--- src/rtl/hub75_capture.sv ---
// HUB75 receive-side monitor: oversamples the panel bus, rebuilds each latched row pair
// in a ping-pong buffer and replays it as (row, col, rgb) valid/ready beats.
module hub75_capture #(
    parameter int NUM_COLS    = 64,
    parameter int NUM_ROWS    = 64,
    parameter int SCAN_RATE   = 32,
    parameter int SYNC_STAGES = 2
) (
    input  logic                         clk_in,
    input  logic                         rst_in,
    input  logic                         hub_clk,
    input  logic                         hub_latch,
    input  logic [$clog2(SCAN_RATE)-1:0] hub_addr,
    input  logic [2:0]                   hub_rgb0,
    input  logic [2:0]                   hub_rgb1,
    output logic                         px_valid,
    input  logic                         px_ready,
    output logic [$clog2(NUM_ROWS)-1:0]  px_row,
    output logic [$clog2(NUM_COLS)-1:0]  px_col,
    output logic [2:0]                   px_rgb,
    output logic                         px_last,
    output logic                         frame_start,
    output logic [7:0]                   len_err_count,
    output logic [7:0]                   drop_count,
    output logic [1:0]                   dbg_state
);
    localparam int AW = $clog2(SCAN_RATE);
    localparam int RW = $clog2(NUM_ROWS);
    localparam int CW = $clog2(NUM_COLS);
    localparam int PW = $clog2(NUM_COLS + 2);
    localparam int SW = AW + 8;

    // Handshake: a beat transfers on any rising clk_in edge where px_valid & px_ready are both
    // high; while px_valid is high and px_ready low, row/col/rgb/last stay unchanged.

    typedef enum logic [1:0] {
        ST_IDLE = 2'd0,
        ST_TOP  = 2'd1,
        ST_BOT  = 2'd2
    } state_t;

    state_t          state_q, state_d;
    logic [CW-1:0]   col_q, col_d;
    logic [AW-1:0]   addr_q, addr_d;
    logic [PW-1:0]   pcnt_q, pcnt_d;
    logic            fill_sel_q;
    logic            prev_clk_q, prev_latch_q;
    logic            frame_q;
    logic [7:0]      len_err_q, drop_q;
    logic [SW-1:0]   sync_q [SYNC_STAGES];
    logic [5:0]      buf_q [2][NUM_COLS];

    logic [SW-1:0]   s_bus;
    logic            s_clk, s_latch;
    logic [AW-1:0]   s_addr;
    logic [5:0]      s_pix;
    logic            clk_rise, latch_rise, cnt_inc, wr_en;
    logic            row_ok, accept, drop, len_bad, rd_sel;
    logic [PW-1:0]   pcnt_eff;
    logic [5:0]      rd_word;

    assign s_bus   = sync_q[SYNC_STAGES-1];
    assign s_clk   = s_bus[SW-1];
    assign s_latch = s_bus[SW-2];
    assign s_addr  = s_bus[SW-3 -: AW];
    assign s_pix   = s_bus[5:0];

    // A pixel shifted in the same cycle as the latch edge still belongs to the closing row.
    assign clk_rise   = s_clk & ~prev_clk_q;
    assign latch_rise = s_latch & ~prev_latch_q;
    assign cnt_inc    = clk_rise && (pcnt_q != PW'(NUM_COLS + 1));
    assign pcnt_eff   = pcnt_q + PW'(cnt_inc);
    assign wr_en      = clk_rise && (pcnt_q < PW'(NUM_COLS));
    assign row_ok     = latch_rise && (pcnt_eff == PW'(NUM_COLS));
    assign accept     = row_ok && (state_q == ST_IDLE);
    assign drop       = row_ok && (state_q != ST_IDLE);
    assign len_bad    = latch_rise && (pcnt_eff != PW'(NUM_COLS));
    assign rd_sel     = ~fill_sel_q;
    assign rd_word    = buf_q[rd_sel][col_q];

    always_comb begin
        pcnt_d = pcnt_q;
        if (latch_rise) begin
            pcnt_d = '0;
        end else if (cnt_inc) begin
            pcnt_d = pcnt_q + PW'(1);
        end
    end

    always_comb begin
        state_d = state_q;
        col_d   = col_q;
        addr_d  = addr_q;
        unique case (state_q)
            ST_IDLE: begin
                if (accept) begin
                    state_d = ST_TOP;
                    col_d   = '0;
                    addr_d  = s_addr;
                end
            end
            ST_TOP: begin
                if (px_ready) begin
                    col_d = col_q + CW'(1);
                    if (col_q == CW'(NUM_COLS - 1)) begin
                        state_d = ST_BOT;
                        col_d   = '0;
                    end
                end
            end
            ST_BOT: begin
                if (px_ready) begin
                    col_d = col_q + CW'(1);
                    if (col_q == CW'(NUM_COLS - 1)) begin
                        state_d = ST_IDLE;
                        col_d   = '0;
                    end
                end
            end
            default: state_d = ST_IDLE;
        endcase
    end

    always_comb begin
        px_valid = 1'b0;
        px_row   = '0;
        px_col   = '0;
        px_rgb   = '0;
        px_last  = 1'b0;
        unique case (state_q)
            ST_TOP: begin
                px_valid = 1'b1;
                px_row   = RW'(addr_q);
                px_col   = col_q;
                px_rgb   = rd_word[2:0];
            end
            ST_BOT: begin
                px_valid = 1'b1;
                px_row   = RW'(addr_q) + RW'(SCAN_RATE);
                px_col   = col_q;
                px_rgb   = rd_word[5:3];
                px_last  = (col_q == CW'(NUM_COLS - 1));
            end
            default: ;
        endcase
    end

    assign frame_start   = frame_q;
    assign len_err_count = len_err_q;
    assign drop_count    = drop_q;
    assign dbg_state     = state_q;

    always_ff @(posedge clk_in) begin
        if (!rst_in) begin
            for (int i = 0; i < SYNC_STAGES; i++) sync_q[i] <= '0;
            state_q      <= ST_IDLE;
            col_q        <= '0;
            addr_q       <= '0;
            pcnt_q       <= '0;
            fill_sel_q   <= 1'b0;
            prev_clk_q   <= 1'b0;
            prev_latch_q <= 1'b0;
            frame_q      <= 1'b0;
            len_err_q    <= '0;
            drop_q       <= '0;
        end else begin
            sync_q[0] <= {hub_clk, hub_latch, hub_addr, hub_rgb1, hub_rgb0};
            for (int i = 1; i < SYNC_STAGES; i++) sync_q[i] <= sync_q[i-1];
            state_q      <= state_d;
            col_q        <= col_d;
            addr_q       <= addr_d;
            pcnt_q       <= pcnt_d;
            prev_clk_q   <= s_clk;
            prev_latch_q <= s_latch;
            frame_q      <= accept && (s_addr == '0);
            if (accept) fill_sel_q <= ~fill_sel_q;
            if (len_bad && len_err_q != 8'hFF) len_err_q <= len_err_q + 8'd1;
            if (drop && drop_q != 8'hFF) drop_q <= drop_q + 8'd1;
        end
    end

    // Pixel storage needs no reset; only rows that were fully shifted are ever read.
    always_ff @(posedge clk_in) begin
        if (wr_en) buf_q[fill_sel_q][pcnt_q[CW-1:0]] <= s_pix;
    end
endmodule

--- config.mk ---
export PLATFORM = sky130hd
export DESIGN_NAME = hub75_capture
export DESIGN_NICKNAME = d
export VERILOG_FILES = /design/src/rtl/hub75_capture.sv
export SDC_FILE = /design/constraint.sdc
export NUM_CORES = 1
export LEC_CHECK = 0
export CAP_MARGIN = 20
export CORE_MARGIN = 2
export CORE_UTILIZATION = 59
export DETAILED_ROUTE_END_ITERATION = 10
export PLACE_DENSITY = 0.72
export SLEW_MARGIN = 20
export SYNTH_ARGS = -nofsm -noshare
export SYNTH_HDL_FRONTEND = slang
export SYNTH_SLANG_ARGS = --single-unit
--- constraint.sdc ---
create_clock -name clk_in -period 3.3 [get_ports clk_in]
set_input_delay 0.495 -clock clk_in [delete_from_list [all_inputs] [get_ports clk_in]]
set_output_delay 0.495 -clock clk_in [all_outputs]
set_load 0.05 [all_outputs]
==> qor.csv, run 1 <==
stage,metric,value,unit
die,IO Pins,52,
yosys,Mapped Cells,1804,
route,drt drc,0,
die,Die Height,241.6,um
timing,setup violators final,3,
global_route,largest net degree at the start of global routing,129,
clock_tree,H-tree depth,3,
power,Leakage,0.01236,uW
die,die area,0.05835,mm^2
place,# port buffers,51,
final_layout,Antenna diodes,0,
clock_tree,CTS tree,done,
route,routed len/inst,27.85,um
die,core area,0.05606,mm^2
status,failing checks,negative setup slack,
yosys,sequential area share after synthesis,0.7324,
timing,Max Slew Vio Count,0,
flow_run,Max-cap violations,0,
setup_path,cell family with most CP delay,buffers and inverters,
timing,Final period util,1.118,
setup_path,Critical R2R Capture,frame_start,
status,status,"finished, violations left",
setup_path,WP data required,2.80,ns
setup_path,Worst Setup EP,px_rgb[2],
setup_path,"Arr. time, crit path",3.19,ns
timing,Worst Clk Skew,0.01533,ns
setup_path,Reg2Reg Setup Slack,0.30,ns
final_layout,Nets,2030,
route,First DRT Iteration DRCs,2283,
setup_path,crit end category,output pin,
final_layout,share of cells above drive strength 1,0.2377,
clock_tree,Root Buffer,clkbuf_16,
setup_path,worst r2r src,pcnt_q[0],
setup_path,CP Launch Type,flip-flop,
route,Avg Vias per Cell,6.434,
global_route,vias in the first global route,18071,
final_layout,# fillers,3497,
place,Detail Placement HPWL,49.70,mm
global_route,first-pass GRT wire length,117.7,mm
clock_tree,Longest Clk Path Bufs,3,
final_layout,final core utilization,0.6912,
yosys,"Distinct cells, synth",67,
die,chip width,241.6,um
global_route,initial antenna violation count,1,
place,Placer Congestion,0.8453,
yosys,post-synthesis cell area,0.03329,mm^2
yosys,Mapped Nets,1831,
yosys,Synth Warn #,0,
power,Max VDD drop,0.0005110,V
timing,Slew headroom,0.2922,
route,post-route antenna net violation count,0,
setup_path,sum of buffers and inverters on the critical path,5,
final_layout,Layout area overhead,16.37,%
clock_tree,Clock transition at path regs,0.06,ns
route,Final Routed Wirelength,78.70,mm
timing,Least-Margin Pin Slew,1.062,ns
worst_hold_path,HP Class,reg2reg,
route,DR pass1 iterations,5,
route,routed vias,18183,
global_route,GRT Resource Usage Total,0.2732,
yosys,#FFs+latches synth,834,
yosys,number of synthesized flops with an enable pin,768,
timing,fmax,271.1,MHz
timing,"Min Clock Period, post-route",3.688,ns
yosys,top cell type's share of synthesized area,0.6927,
setup_path,CP Depth,10,
timing,RSZ-0062 raised after global routing,yes,
final_layout,most frequent cells in the layout,"edfxtp_1 (768), nor2_1 (159), buf_4 (132), mux4_2 (123), mux2i_1 (106)",
setup_path,Slowest cell on crit path,mux4_2,
clock_tree,clk_lat worst skew,0.62,ns
setup_path,R2R cell count,9,
timing,final hold violation count,0,
final_layout,"most common cell after layout, fill and taps aside",edfxtp_1,
yosys,"Top FF cell, synth",edfxtp_1,
yosys,synthesized area per cell,18.46,um^2
setup_path,CP Launch Point,fill_sel_q,
power,pwr dens,539.3,mW/mm^2
place,Place WS,-0.2726,ns
setup_path,Crit Path Max Fanout,5,
yosys,Yosys top cell by area,edfxtp_1,
clock_tree,TritonCTS Sinks,834,
setup_path,CP peak stage delay,0.50,ns
setup_path,crit-path cells,buf_8 > bufbuf_16 > buf_4 > buf_4 > mux4_2 > o22ai_1 > nor3_2 > nor3_2 > o32ai_4 > buf_12,
clock_tree,Num CTS Buffers,82,
timing,Final WS setup,-0.3883,ns
yosys,Synth async-reset ratio,0,
die,Starting Density,0.5939,
yosys,largest cells by area after synthesis,"edfxtp_1 (69%), mux4_2 (8.0%), dfxtp_1 (4.0%)",
global_route,gr ovfl total,0,
setup_path,CP Class,reg2out,
die,Site Rows,87,
-- through the flow --
stage / setup TNS, ns / total power (uW) / instance area (um^2) / hold WS, ns / cells
floorplan: 0 / 11850 / 33310 / 0.3988 / 1804
global placement: -0.4094 / 11930 / 35460 / 0.4137 / 2655
detailed placement: -0.5584 / 11950 / 35460 / 0.4178 / 2655
CTS: -1.103 / 21000 / 38640 / 0.4291 / 2825
global route: -1.330 / 21420 / 38750 / 0.4362 / 2826
finish: -1.131 / 20900 / 38750 / 0.4305 / 2826
-- worst register-to-register path, stage by stage, from the launching register on --
cell	delay, ns
dfxtp_1	0.60
ha_1	0.23
a31oi_1	0.11
ha_1	0.24
ha_1	0.20
nor3b_1	0.18
a31oi_1	0.10
nor4_4	0.32
nand3_1	0.44
nor4bb_1	0.45
-- synthesized netlist by cell type, drive strengths merged, types with 3 or more instances --
cell,count
a31oi,3
o221ai,37
nor2b,17
nand2b,6
ha,11
inv,7
a21boi,3
mux2i,109
a221oi,3
a22oi,13
a2111oi,10
nor3,24
xnor2,7
a22o,5
nor3b,5
and3,4
nor4,13
nand4,10
buf,59
o32ai,4
clkbuf,41
edfxtp,768
a21oi,26
xor2,18
mux4,151
o22ai,22
or3,8
o21ai,14
nand3,33
a211oi,11
dfxtp,66
nand2,49
nor2,160
and2,60
-- metal layers --
metal / global-route usage / vias up / share of wire
met4: 0.09737 / 0 / 0.034
met1: 0.3809 / 9304 / 0.39
met5: 0 / - / 0
li1: - / 7699 / -
met3: 0.04839 / 174 / 0.091
met2: 0.4405 / 1006 / 0.49
-- cell families after synthesis --
kind of cell / Yosys count / synth area share
DFF: 834 / 0.7324
muxes: 261 / 0.1389
and+or+nand+nor: 400 / 0.05896
AOI/OAI and AO/OA: 164 / 0.03656
buffers and inverters: 109 / 0.02255
adders and majority gates: 11 / 0.004134
xor gates and xnor gates: 25 / 0.006576
-- flip-flops by register name (all words and copies together), names as in the netlist --
register and count:
frame_start 1, sync_q 26, buf_q 768, drop_count 8
col_q 6, prev_latch_q 1, prev_clk_q 1, addr_q 5
fill_sel_q 1, len_err_count 8, pcnt_q 7, dbg_state 2
-- power breakdown --
part | total [uW] | switching, uW | internal (uW)
Clock | 9180 | 3850 | 5330
Combinational | 156 | 108 | 48.2
Sequential | 11600 | 62.9 | 11500
-- layout make-up --
cell class | instances | area, um^2 | area share
clock buffers | 105 | 2265 | 0.05845
clock inverters | 46 | 384.1 | 0.009914
inverters | 9 | 33.78 | 0.0008719
multi-input cells | 861 | 8506 | 0.2195
flip-flops and latches | 834 | 24420 | 0.6302
well taps | 756 | 945.9 | 0.02441
repair buffers | 215 | 2193 | 0.05661
-- timing repair --
item,in CTS,in global routing
hold buffers,0,0
resized for setup,76,20
endpoints found under the setup margin,4,8
endpoints found under the hold margin,0,0
pin swaps,17,4
gates cloned,2,1
buffers inserted,17,0
-- how the worst min path moves through the flow --
stage                             start             to  slack [ns]  cells after the start
after CTS                   hub_addr[4]  sync_q[0][10]        0.43                      2
after floorplan           sync_q[0][22]    frame_start        0.40                      1
after global routing       sync_q[0][1]  sync_q[0][14]        0.44                      1
final                      sync_q[0][1]  sync_q[0][14]        0.43                      1
after global placement     sync_q[0][1]  sync_q[0][14]        0.41                      1
after detailed placement   sync_q[0][2]  sync_q[0][15]        0.42                      1
Power figures use the tool's default switching activity.
==> run 2, diff against run 1 <==
--- a/config.mk
+++ b/config.mk
@@ -7,9 +7,10 @@
 export LEC_CHECK = 0
 export CAP_MARGIN = 20
 export CORE_MARGIN = 2
-export CORE_UTILIZATION = 59
+export CORE_UTILIZATION = 60
 export DETAILED_ROUTE_END_ITERATION = 10
-export PLACE_DENSITY = 0.72
+export HOLD_SLACK_MARGIN = 0.05
+export PLACE_DENSITY = 0.73
 export SLEW_MARGIN = 20
 export SYNTH_ARGS = -nofsm -noshare
 export SYNTH_HDL_FRONTEND = slang
==> qor.csv, run 2 (same netlist as run 1, synthesis figures left out) <==
stage,metric,value,unit,change
status,status,"finished, violations left",,unchanged
status,failing checks,negative setup slack,,unchanged
die,Die Height,239.6,um,was 241.6 um
timing,"Min Clock Period, post-route",3.745,ns,was 3.688 ns
power,power share of the clock group,0.443,,was 0.439
setup_path,Slowest cell on crit path,a2111oi_1,,was mux4_2
final_layout,Antenna diodes,0,,unchanged
clock_tree,Clock transition at path regs,0.06,ns,about the same
power,Max VDD drop,0.0005523,V,was 0.0005110 V
timing,RSZ-0062 raised after global routing,yes,,unchanged
global_route,vias in the first global route,18287,,was 18071
timing,Max Slew Vio Count,0,,unchanged
route,Avg Vias per Cell,6.461,,was 6.434
worst_hold_path,HP Class,reg2reg,,unchanged
setup_path,most frequent CP cell,buf_12,,
die,IO Pins,52,,unchanged
final_layout,share of cells above drive strength 1,0.2355,,was 0.2377
setup_path,sum of buffers and inverters on the critical path,4,,was 5
place,Detail Placement HPWL,49.57,mm,was 49.70 mm
clock_tree,Root Buffer,clkbuf_16,,unchanged
setup_path,crit end category,output pin,,unchanged
final_layout,Layout area overhead,16.83,%,was 16.37%
timing,Worst Clk Skew,0.01946,ns,was 0.01533 ns
power,P_int,17020,uW,was 16870 uW
clock_tree,CTS tree,done,,unchanged
power,Seq pwr share,0.549,,was 0.553
power,"Power, Total",21050,uW,was 20900 uW
setup_path,crit-path cells,buf_12 > buf_16 > buf_12 > mux4_2 > a2111oi_1 > nor4_2 > nand4_1 > o32ai_4 > buf_12,,was buf_8 > bufbuf_16 > buf_4 > buf_4 > mux4_2 > o22ai_1 > nor3_2 > nor3_2 > o32ai_4 > buf_12
power,Logic pwr share,0.008,,was 0.007
die,core area,0.05499,mm^2,was 0.05606 mm^2
route,First DRT Iteration DRCs,1968,,was 2283
setup_path,CP Launch Type,flip-flop,,unchanged
clock_tree,Longest Clk Path Bufs,3,,unchanged
power,pwr dens,541.2,mW/mm^2,was 539.3 mW/mm^2
place,# port buffers,51,,unchanged
setup_path,WP data required,2.80,ns,about the same
timing,Slew headroom,0.3282,,was 0.2922
global_route,initial antenna violation count,0,,was 1
route,DR pass1 iterations,6,,was 5
timing,setup violators final,3,,unchanged
die,die area,0.05739,mm^2,was 0.05835 mm^2
setup_path,cell family with most CP delay,compound AO/OA/AOI/OAI gates,,was buffers and inverters
timing,fmax,267.0,MHz,was 271.1 MHz
global_route,GRT Resource Usage Total,0.2885,,was 0.2732
die,Site Rows,86,,was 87
global_route,first-pass GRT wire length,119.5,mm,was 117.7 mm
power,switch share,0.1913,,was 0.1925
timing,Final period util,1.135,,was 1.118
global_route,largest net degree at the start of global routing,85,,was 129
setup_path,"Arr. time, crit path",3.25,ns,was 3.19 ns
route,Final Routed Wirelength,80.22,mm,was 78.70 mm
setup_path,CP Class,reg2out,,unchanged
route,post-route antenna net violation count,0,,unchanged
die,chip width,239.6,um,was 241.6 um
final_layout,"most common cell after layout, fill and taps aside",edfxtp_1,,unchanged
clock_tree,TritonCTS Sinks,834,,unchanged
flow_run,Max-cap violations,0,,unchanged
route,drt drc,0,,unchanged
route,routed vias,18167,,was 18183
timing,Least-Margin Pin Slew,1.008,ns,was 1.062 ns
timing,final hold violation count,0,,unchanged
clock_tree,H-tree depth,3,,unchanged
global_route,gr ovfl total,0,,unchanged
clock_tree,clk_lat worst skew,0.63,ns,was 0.62 ns
final_layout,Nets,2026,,was 2030
timing,Hold WS,0.4319,ns,was 0.4305 ns
setup_path,Crit Path Max Fanout,8,,was 5
final_layout,max reg flops,768,,unchanged
place,Placer Congestion,0.8485,,was 0.8453
die,Starting Density,0.6055,,was 0.5939
power,P_sw,4028,uW,was 4022 uW
timing,Final WS setup,-0.4447,ns,was -0.3883 ns
final_layout,most frequent cells in the layout,"edfxtp_1 (768), nor2_1 (158), mux4_2 (125), buf_4 (121), mux2i_1 (107)",,"was edfxtp_1 (768), nor2_1 (159), buf_4 (132), mux4_2 (123), mux2i_1 (106)"
clock_tree,Num CTS Buffers,82,,unchanged
route,routed len/inst,28.53,um,was 27.85 um
setup_path,CP peak stage delay,0.64,ns,was 0.50 ns
timing,final setup TNS,-1.245,ns,was -1.131 ns
power,Leakage,0.01237,uW,was 0.01236 uW
==> run 2: final cells by class <==
type                       instances  area (um^2)
tap                              748        935.9
clock inverter                    37        349.1
multi-input combinational        861         8571
timing repair buffer             211         2268
inverter                           9        33.78
sequential                       834        24410
clock buffer                     112         2326
fill                            3333        16090
==> run 2: worst paths after layout <==
check | from | end | slack [ns] | cells after the start
worst max-delay path | fill_sel_q | px_rgb[1] | -0.44 | 9
worst min-delay path | sync_q[0][11] | sync_q[0][24] | 0.43 | 1
worst max register to register | pcnt_q[6] | col_q[5] | 0.16 | 11
worst min register to register | sync_q[0][11] | sync_q[0][24] | 0.43 | 1
==> run 2: metrics by stage <==
stage	instance area, um^2	worst slack [ns]	util	instances
floorplan	33310	0.06959	-	1804
global placement	35310	-0.09076	0.6421	2630
detailed placement	35310	-0.07186	0.6421	2630
CTS	38710	-0.3556	0.7041	2806
global route	38900	-0.5466	0.7074	2812
finish	38900	-0.4447	0.7074	2812
==> run 2: routing by layer <==
metal,global-route usage,vias up,share of wire
met1,0.4026,9343,0.39
li1,-,7687,-
met3,0.06235,174,0.091
met2,0.4606,963,0.48
met4,0.09375,0,0.033
met5,0,-,0
==> run 2: power by group through the flow <==
stage | logic [uW] | clock network (uW) | registers, uW
6_report | 158 | 9330 | 11600
5_1_grt | 172 | 9790 | 11600
4_1_cts | 158 | 9400 | 11600
3_5_place_dp | 157 | 0 | 11800
3_3_place_gp | 150 | 0 | 11800
2_1_floorplan | 44.9 | 0 | 11800
==> run 2: what timing repair did <==
item	in CTS	in global routing
cloned	5	0
endpoints found under the hold margin	0	0
resized for setup	93	30
hold buffers	0	0
endpoints found under the setup margin	3	7
setup buffers	22	8
pin swaps	17	18
